## src/rtl/mem_sched_rr_if.sv

```systemverilog
// Bundle of cache-side and pmem-side signals around the round-robin pmem scheduler.
// Purely wiring, no latency of its own.
// No backpressure: requests are levels held until the matching resp pulse.
// Ports (slave = scheduler side):
//   I-cache : i_read, i_addr in; i_resp, i_rdata out
//   D-cache : d_read, d_write, d_addr, d_wdata in; d_resp, d_rdata out
//   pmem    : pmem_resp, pmem_rdata in; pmem_read, pmem_write, pmem_address, pmem_wdata out
//   status  : err_timeout out (sticky)
interface mem_sched_rr_if #(
  parameter int ADDR_W = 32,
  parameter int LINE_W = 256
);
  logic              i_read;
  logic [ADDR_W-1:0] i_addr;
  logic              i_resp;
  logic [LINE_W-1:0] i_rdata;

  logic              d_read;
  logic              d_write;
  logic [ADDR_W-1:0] d_addr;
  logic [LINE_W-1:0] d_wdata;
  logic              d_resp;
  logic [LINE_W-1:0] d_rdata;

  logic              pmem_read;
  logic              pmem_write;
  logic [ADDR_W-1:0] pmem_address;
  logic [LINE_W-1:0] pmem_wdata;
  logic              pmem_resp;
  logic [LINE_W-1:0] pmem_rdata;

  logic              err_timeout;

  modport slave (
    input  i_read, i_addr, d_read, d_write, d_addr, d_wdata, pmem_resp, pmem_rdata,
    output i_resp, i_rdata, d_resp, d_rdata,
           pmem_read, pmem_write, pmem_address, pmem_wdata, err_timeout
  );

  modport master (
    output i_read, i_addr, d_read, d_write, d_addr, d_wdata, pmem_resp, pmem_rdata,
    input  i_resp, i_rdata, d_resp, d_rdata,
           pmem_read, pmem_write, pmem_address, pmem_wdata, err_timeout
  );
endinterface

```

## src/rtl/mem_sched_rr.sv

```systemverilog
// Round-robin scheduler of I-cache / D-cache line requests onto one registered pmem port.
// Latency: grant at the sampling edge, pmem command from the next cycle; cache resp same cycle as pmem_resp.
// Backpressure: requesters hold their level request until resp; one RECOVER cycle after each transaction.
// Ports: clk, rst_n (async active-low) plus the mem_sched_rr_if slave modport (cache and pmem sides,
// sticky err_timeout raised after TIMEOUT busy cycles without pmem_resp).
module mem_sched_rr #(
  parameter int ADDR_W  = 32,
  parameter int LINE_W  = 256,
  parameter int TIMEOUT = 1023
) (
  input  logic clk,
  input  logic rst_n,
  mem_sched_rr_if.slave bus
);

  localparam int CNT_W = (TIMEOUT < 2) ? 1 : $clog2(TIMEOUT + 1);
  localparam logic [CNT_W-1:0] CNT_MAX = CNT_W'(TIMEOUT);

  typedef enum logic [1:0] {
    IDLE    = 2'd0,
    BUSY_I  = 2'd1,
    BUSY_D  = 2'd2,
    RECOVER = 2'd3
  } state_t;

  state_t            r_state;
  state_t            w_next_state;
  logic              r_last_grant_d;
  logic              r_pmem_read;
  logic              r_pmem_write;
  logic [ADDR_W-1:0] r_pmem_address;
  logic [LINE_W-1:0] r_pmem_wdata;
  logic [CNT_W-1:0]  r_cnt;
  logic              r_err;

  logic w_i_req;
  logic w_d_req;
  logic w_grant_i;
  logic w_grant_d;
  logic w_busy;

  assign w_i_req = bus.i_read;
  assign w_d_req = bus.d_read | bus.d_write;
  assign w_busy  = (r_state == BUSY_I) || (r_state == BUSY_D);

  always_comb begin
    w_next_state = r_state;
    w_grant_i    = 1'b0;
    w_grant_d    = 1'b0;
    case (r_state)
      IDLE: begin
        // On a tie, the requester that did not win last time goes first.
        if (w_i_req && w_d_req) begin
          w_grant_i = r_last_grant_d;
          w_grant_d = ~r_last_grant_d;
        end else begin
          w_grant_i = w_i_req;
          w_grant_d = w_d_req;
        end
        if (w_grant_i)      w_next_state = BUSY_I;
        else if (w_grant_d) w_next_state = BUSY_D;
      end
      BUSY_I, BUSY_D: begin
        if (bus.pmem_resp) w_next_state = RECOVER;
      end
      RECOVER: w_next_state = IDLE;
      default: w_next_state = IDLE;
    endcase
  end

  always_ff @(posedge clk or negedge rst_n) begin
    if (!rst_n) begin
      r_state        <= IDLE;
      r_last_grant_d <= 1'b1;
      r_pmem_read    <= 1'b0;
      r_pmem_write   <= 1'b0;
      r_pmem_address <= '0;
      r_pmem_wdata   <= '0;
      r_cnt          <= '0;
      r_err          <= 1'b0;
    end else begin
      r_state <= w_next_state;
      if (w_grant_i) begin
        r_pmem_read    <= 1'b1;
        r_pmem_write   <= 1'b0;
        r_pmem_address <= bus.i_addr;
        r_last_grant_d <= 1'b0;
        r_cnt          <= '0;
      end else if (w_grant_d) begin
        // Writeback has priority over a simultaneous read request.
        r_pmem_read    <= ~bus.d_write;
        r_pmem_write   <= bus.d_write;
        r_pmem_address <= bus.d_addr;
        r_pmem_wdata   <= bus.d_wdata;
        r_last_grant_d <= 1'b1;
        r_cnt          <= '0;
      end else if (w_busy) begin
        if (bus.pmem_resp) begin
          r_pmem_read  <= 1'b0;
          r_pmem_write <= 1'b0;
        end else if (r_cnt != CNT_MAX) begin
          // Counter saturates at TIMEOUT; the flag is set on the same edge it gets there.
          r_cnt <= r_cnt + 1'b1;
          if (r_cnt == CNT_MAX - 1'b1) r_err <= 1'b1;
        end
      end
    end
  end

  assign bus.pmem_read    = r_pmem_read;
  assign bus.pmem_write   = r_pmem_write;
  assign bus.pmem_address = r_pmem_address;
  assign bus.pmem_wdata   = r_pmem_wdata;
  assign bus.i_resp       = bus.pmem_resp & (r_state == BUSY_I);
  assign bus.d_resp       = bus.pmem_resp & (r_state == BUSY_D);
  assign bus.i_rdata      = bus.pmem_rdata;
  assign bus.d_rdata      = bus.pmem_rdata;
  assign bus.err_timeout  = r_err;

endmodule

```

## src/flat_wrapper.sv

```systemverilog
// flat-port wrapper written by rule: the top's interface ports become plain ports
module mem_sched_rr_flat 
#(
  parameter int ADDR_W  = 32,
  parameter int LINE_W  = 256,
  parameter int TIMEOUT = 1023
)
  (clk, rst_n, bus_i_read, bus_i_addr, bus_d_read, bus_d_write, bus_d_addr, bus_d_wdata, bus_pmem_resp, bus_pmem_rdata, bus_i_resp, bus_i_rdata, bus_d_resp, bus_d_rdata, bus_pmem_read, bus_pmem_write, bus_pmem_address, bus_pmem_wdata, bus_err_timeout);
  mem_sched_rr_if #(.ADDR_W(ADDR_W), .LINE_W(LINE_W)) bus_i ();
  input  logic clk;
  input  logic rst_n;
  input wire logic [$bits(bus_i.i_read)-1:0] bus_i_read;
  input wire logic [$bits(bus_i.i_addr)-1:0] bus_i_addr;
  input wire logic [$bits(bus_i.d_read)-1:0] bus_d_read;
  input wire logic [$bits(bus_i.d_write)-1:0] bus_d_write;
  input wire logic [$bits(bus_i.d_addr)-1:0] bus_d_addr;
  input wire logic [$bits(bus_i.d_wdata)-1:0] bus_d_wdata;
  input wire logic [$bits(bus_i.pmem_resp)-1:0] bus_pmem_resp;
  input wire logic [$bits(bus_i.pmem_rdata)-1:0] bus_pmem_rdata;
  output wire logic [$bits(bus_i.i_resp)-1:0] bus_i_resp;
  output wire logic [$bits(bus_i.i_rdata)-1:0] bus_i_rdata;
  output wire logic [$bits(bus_i.d_resp)-1:0] bus_d_resp;
  output wire logic [$bits(bus_i.d_rdata)-1:0] bus_d_rdata;
  output wire logic [$bits(bus_i.pmem_read)-1:0] bus_pmem_read;
  output wire logic [$bits(bus_i.pmem_write)-1:0] bus_pmem_write;
  output wire logic [$bits(bus_i.pmem_address)-1:0] bus_pmem_address;
  output wire logic [$bits(bus_i.pmem_wdata)-1:0] bus_pmem_wdata;
  output wire logic [$bits(bus_i.err_timeout)-1:0] bus_err_timeout;
  assign bus_i.i_read = bus_i_read;
  assign bus_i.i_addr = bus_i_addr;
  assign bus_i.d_read = bus_d_read;
  assign bus_i.d_write = bus_d_write;
  assign bus_i.d_addr = bus_d_addr;
  assign bus_i.d_wdata = bus_d_wdata;
  assign bus_i.pmem_resp = bus_pmem_resp;
  assign bus_i.pmem_rdata = bus_pmem_rdata;
  assign bus_i_resp = bus_i.i_resp;
  assign bus_i_rdata = bus_i.i_rdata;
  assign bus_d_resp = bus_i.d_resp;
  assign bus_d_rdata = bus_i.d_rdata;
  assign bus_pmem_read = bus_i.pmem_read;
  assign bus_pmem_write = bus_i.pmem_write;
  assign bus_pmem_address = bus_i.pmem_address;
  assign bus_pmem_wdata = bus_i.pmem_wdata;
  assign bus_err_timeout = bus_i.err_timeout;
  mem_sched_rr #(.ADDR_W(ADDR_W), .LINE_W(LINE_W), .TIMEOUT(TIMEOUT)) u_core (.clk(clk), .rst_n(rst_n), .bus(bus_i));
endmodule
```

## config.mk

```make
export PLATFORM = sky130hd
export DESIGN_NAME = mem_sched_rr_flat
export DESIGN_NICKNAME = d
export VERILOG_FILES = /design/src/rtl/mem_sched_rr_if.sv /design/src/rtl/mem_sched_rr.sv /design/src/flat_wrapper.sv
export SDC_FILE = /design/constraint.sdc
export NUM_CORES = 1
export LEC_CHECK = 0
export BUFFER_PORTS_ARGS = -buffer_cell sky130_fd_sc_hd__buf_4
export CAP_MARGIN = 25
export CORE_AREA = 2 2 537 539
export CTS_CLUSTER_SIZE = 40
export DETAILED_ROUTE_END_ITERATION = 16
export DIE_AREA = 0 0 539 541
export SYNTH_ARGS = -nofsm -noshare
export SYNTH_HDL_FRONTEND = slang
export SYNTH_SLANG_ARGS = --single-unit
```

## constraint.sdc

```tcl
create_clock -name clk -period 4.9 [get_ports clk]
set_clock_uncertainty 0.1 [all_clocks]
set_input_delay 0.49 -clock clk [delete_from_list [all_inputs] [get_ports clk]]
set_output_delay 0.49 -clock clk [all_outputs]
set_load 0.03 [all_outputs]
```

==> results.toml <==
[clock_network]
numCtsBuffers = 42
insertion_delay_ps = 650
cts-root-buf = "clkbuf_16"
cts_sinks = 304
cts_tree = "done"
cts_max_level = 2
cts.path.max_buffers = 3
ctsResizeCount = 0
clk_transition_reported_paths_ps = 60

[synth]
synth_ff_type = "dfrtp_1"
synthDistinctLibCells = 38
ys_ff_latch = 304
synth_enable_flop_cells = 0
yosys-top-cells-area = "dfrtp_1, buf_4, nand2_1"
synth_warnings = 0
synth_largest_area_cell = "dfrtp_1"
postSynth.asyncResetShare_pct = 100
avgSynthCellArea_um2 = 8.68
synth_common_cells = "nand2_1, buf_4, dfrtp_1, clkbuf_1, inv_1"
synth_top_area_share_pct = 48.5
yosysMostFrequentCell = "nand2_1"
synth_nets = 2389
synth_cells = 1801
synth_area_um2 = 15600
yosysSeqAreaShare_pct = 48.7

[worst_setup_path]
endpoint_kind = "flop"
crit_arrival_ps = 3920
reg2reg_from = "u_core.r_state[0]"
crit_path_start = "u_core.r_state[0]"
critPathKind = "flop to flop"
worst_setup_path_start_kind = "flop"
critPathMaxFanout = 38
required_ps = 5410

[routing]
wire_per_inst_um = 29.2
drtPass1Iterations = 7
drcViolationCount = 0
via_per_inst = 2.33
antenna_left = 0
wl_um = 177000
drtIter0Drc = 1458
num_vias = 14115

[global_routing]
grt.overflow.total = 0
grt_pass1_wl_um = 209000
grt_usage_pct = 11.7
grt_pass1_vias = 14397
grt_max_degree = 119
antenna_found_initial = 66

[final_layout]
layout.nets = 2813
final_layout_size_suffix_gt1_share_pct = 32.1
syn2layout_area_growth_pct = 65.7
postLayoutCoreUtil_pct = 9.04
fillers = 33306
fin_area_um2 = 25900

[sta]
final-hold-violation-count = 0
fin_crit_ps = 3410
tns_ps = 0
max_slew.worst_pin.slew_ps = 852
setup_violations = 0
timing.final.crit_share_pct = 69.5
setup_ws_ps = 1490
drv_slew = 0
rsz0062_at_grt = "false"
relSlewSlack_pct = 43.0
max_freq_mhz = 294

[worst_hold_path]
hp-start = "bus_i_read"
hp-class = "input pin to flop"

[placed_design]
dpl-instance-area_um2 = 21100
dp_hpwl_um = 156000
gp_congestion = 0.890
preCtsSetupSlack_ps = 1910
numPortBuffers = 618

[floorplan]
die_x_um = 539
io_pins = 1387
design.core.area_um2 = 286000
die_area_um2 = 292000
rows = 197
die_h_um = 541
start_util_pct = 5.46

[pwr]
ir_worst_vdd_mv = 0.316
power.leakage_uw = 0.0118
p_per_area_nw_per_um2 = 653
finalPower_uw = 16900

[flow_run]
maxCapViolations = 0

[run_status]
status = "complete, no violations"
## cell families (layout without fill, tap and decap cells)
kind of cell,after synthesis,in the layout,share of synthesized area [%]
AND/OR/NAND/NOR,811,811,19.9
buffers and inverters,619,1076,27.4
flip-flops,304,304,48.7
AO/OA/AOI/OAI,57,57,3.27
adder cells (fa/ha/maj),6,6,0.480
XOR/XNOR,2,2,0.112
multiplexers,2,2,0.128
other,0,14,0
## repair_timing
action | 4_1_cts | 5_1_grt
setup buffers | 0 | 0
endpoints found under the hold margin | 330 | 0
hold buffers | 323 | 0
## critical path: stages (launching register included)
cell and delay [ps]:
dfrtp_1 400, inv_1 110, ha_1 280, a21boi_1 370
nor2b_4 640, buf_4 520, a222oi_1 210, dlygate4sd3_1 620
inv_1 60
## sequential cells by signal (all words and copies together) (netlist names)
register / flops
u_core.bus.err_timeout: 1
u_core.bus.pmem_address: 32
u_core.bus.pmem_read: 1
u_core.bus.pmem_wdata: 256
u_core.bus.pmem_write: 1
u_core.r_cnt: 10
u_core.r_last_grant_d: 1
u_core.r_state: 2
## worst paths after layout
check	end	slack (ps)	cells past startpoint
min in group asynchronous	u_core.bus.pmem_wdata[253]	220	2
max	u_core.bus.pmem_address[8]	1490	8
min	u_core.r_last_grant_d	140	3
min reg2reg	u_core.bus.pmem_wdata[57]	380	2
max reg2reg	u_core.bus.pmem_address[8]	1490	8
max in group asynchronous	u_core.bus.pmem_wdata[103]	3390	3
## power breakdown
part	total, uW	internal (uW)	switching (uW)
Clock	3490	2010	1480
Sequential	4460	3670	793
Combinational	8950	2700	6240
Total	16900	8390	8520
## per-stage QoR
stage | hold slack [ps] | std cells
floorplan | 94.4 | 1801
global placement | 330 | 5639
detailed placement | 332 | 5639
CTS | 55.9 | 6039
global route | 106 | 6044
finish | 138 | 6053
## cell usage in the layout (no fill, tap or decap), drive strengths merged, types with 3 or more instances in the layout
cell and instances:
o21ai 5, a31oi 6, nand4 3, nand2b 4
and2 5, a222oi 32, inv 43, ha 6
and4 3, nor2 9, bufinv 7, buf 638
nand2 781, dlygate4sd3 323, dfrtp 303, clkbuf 46
clkinv 17, diode 14
## metal layers
| metal | global-route usage (%) | share of wire [%] | vias to the layer above |
|---|---|---|---|
| met3 | 18.9 | 35 | 493 |
| li1 | - | - | 5907 |
| met5 | 0.690 | 0.20 | - |
| met1 | 6.72 | 20 | 6325 |
| met2 | 15.8 | 38 | 1378 |
| met4 | 6.73 | 6.9 | 12 |
## cell type report
| class | count | area (um^2) | share of cell area, % |
|---|---|---|---|
| multi-input cells | 878 | 3770 | 14.5 |
| flip-flops and latches | 304 | 7610 | 29.4 |
| clock buffers | 46 | 1100 | 4.23 |
| well taps | 3781 | 4730 | 18.3 |
| clock inverters | 31 | 413 | 1.59 |
| repair buffers | 961 | 8110 | 31.3 |
| inverters | 38 | 143 | 0.551 |
| diodes | 14 | 35.0 | 0.135 |
(Power assumes the default switching activity.)
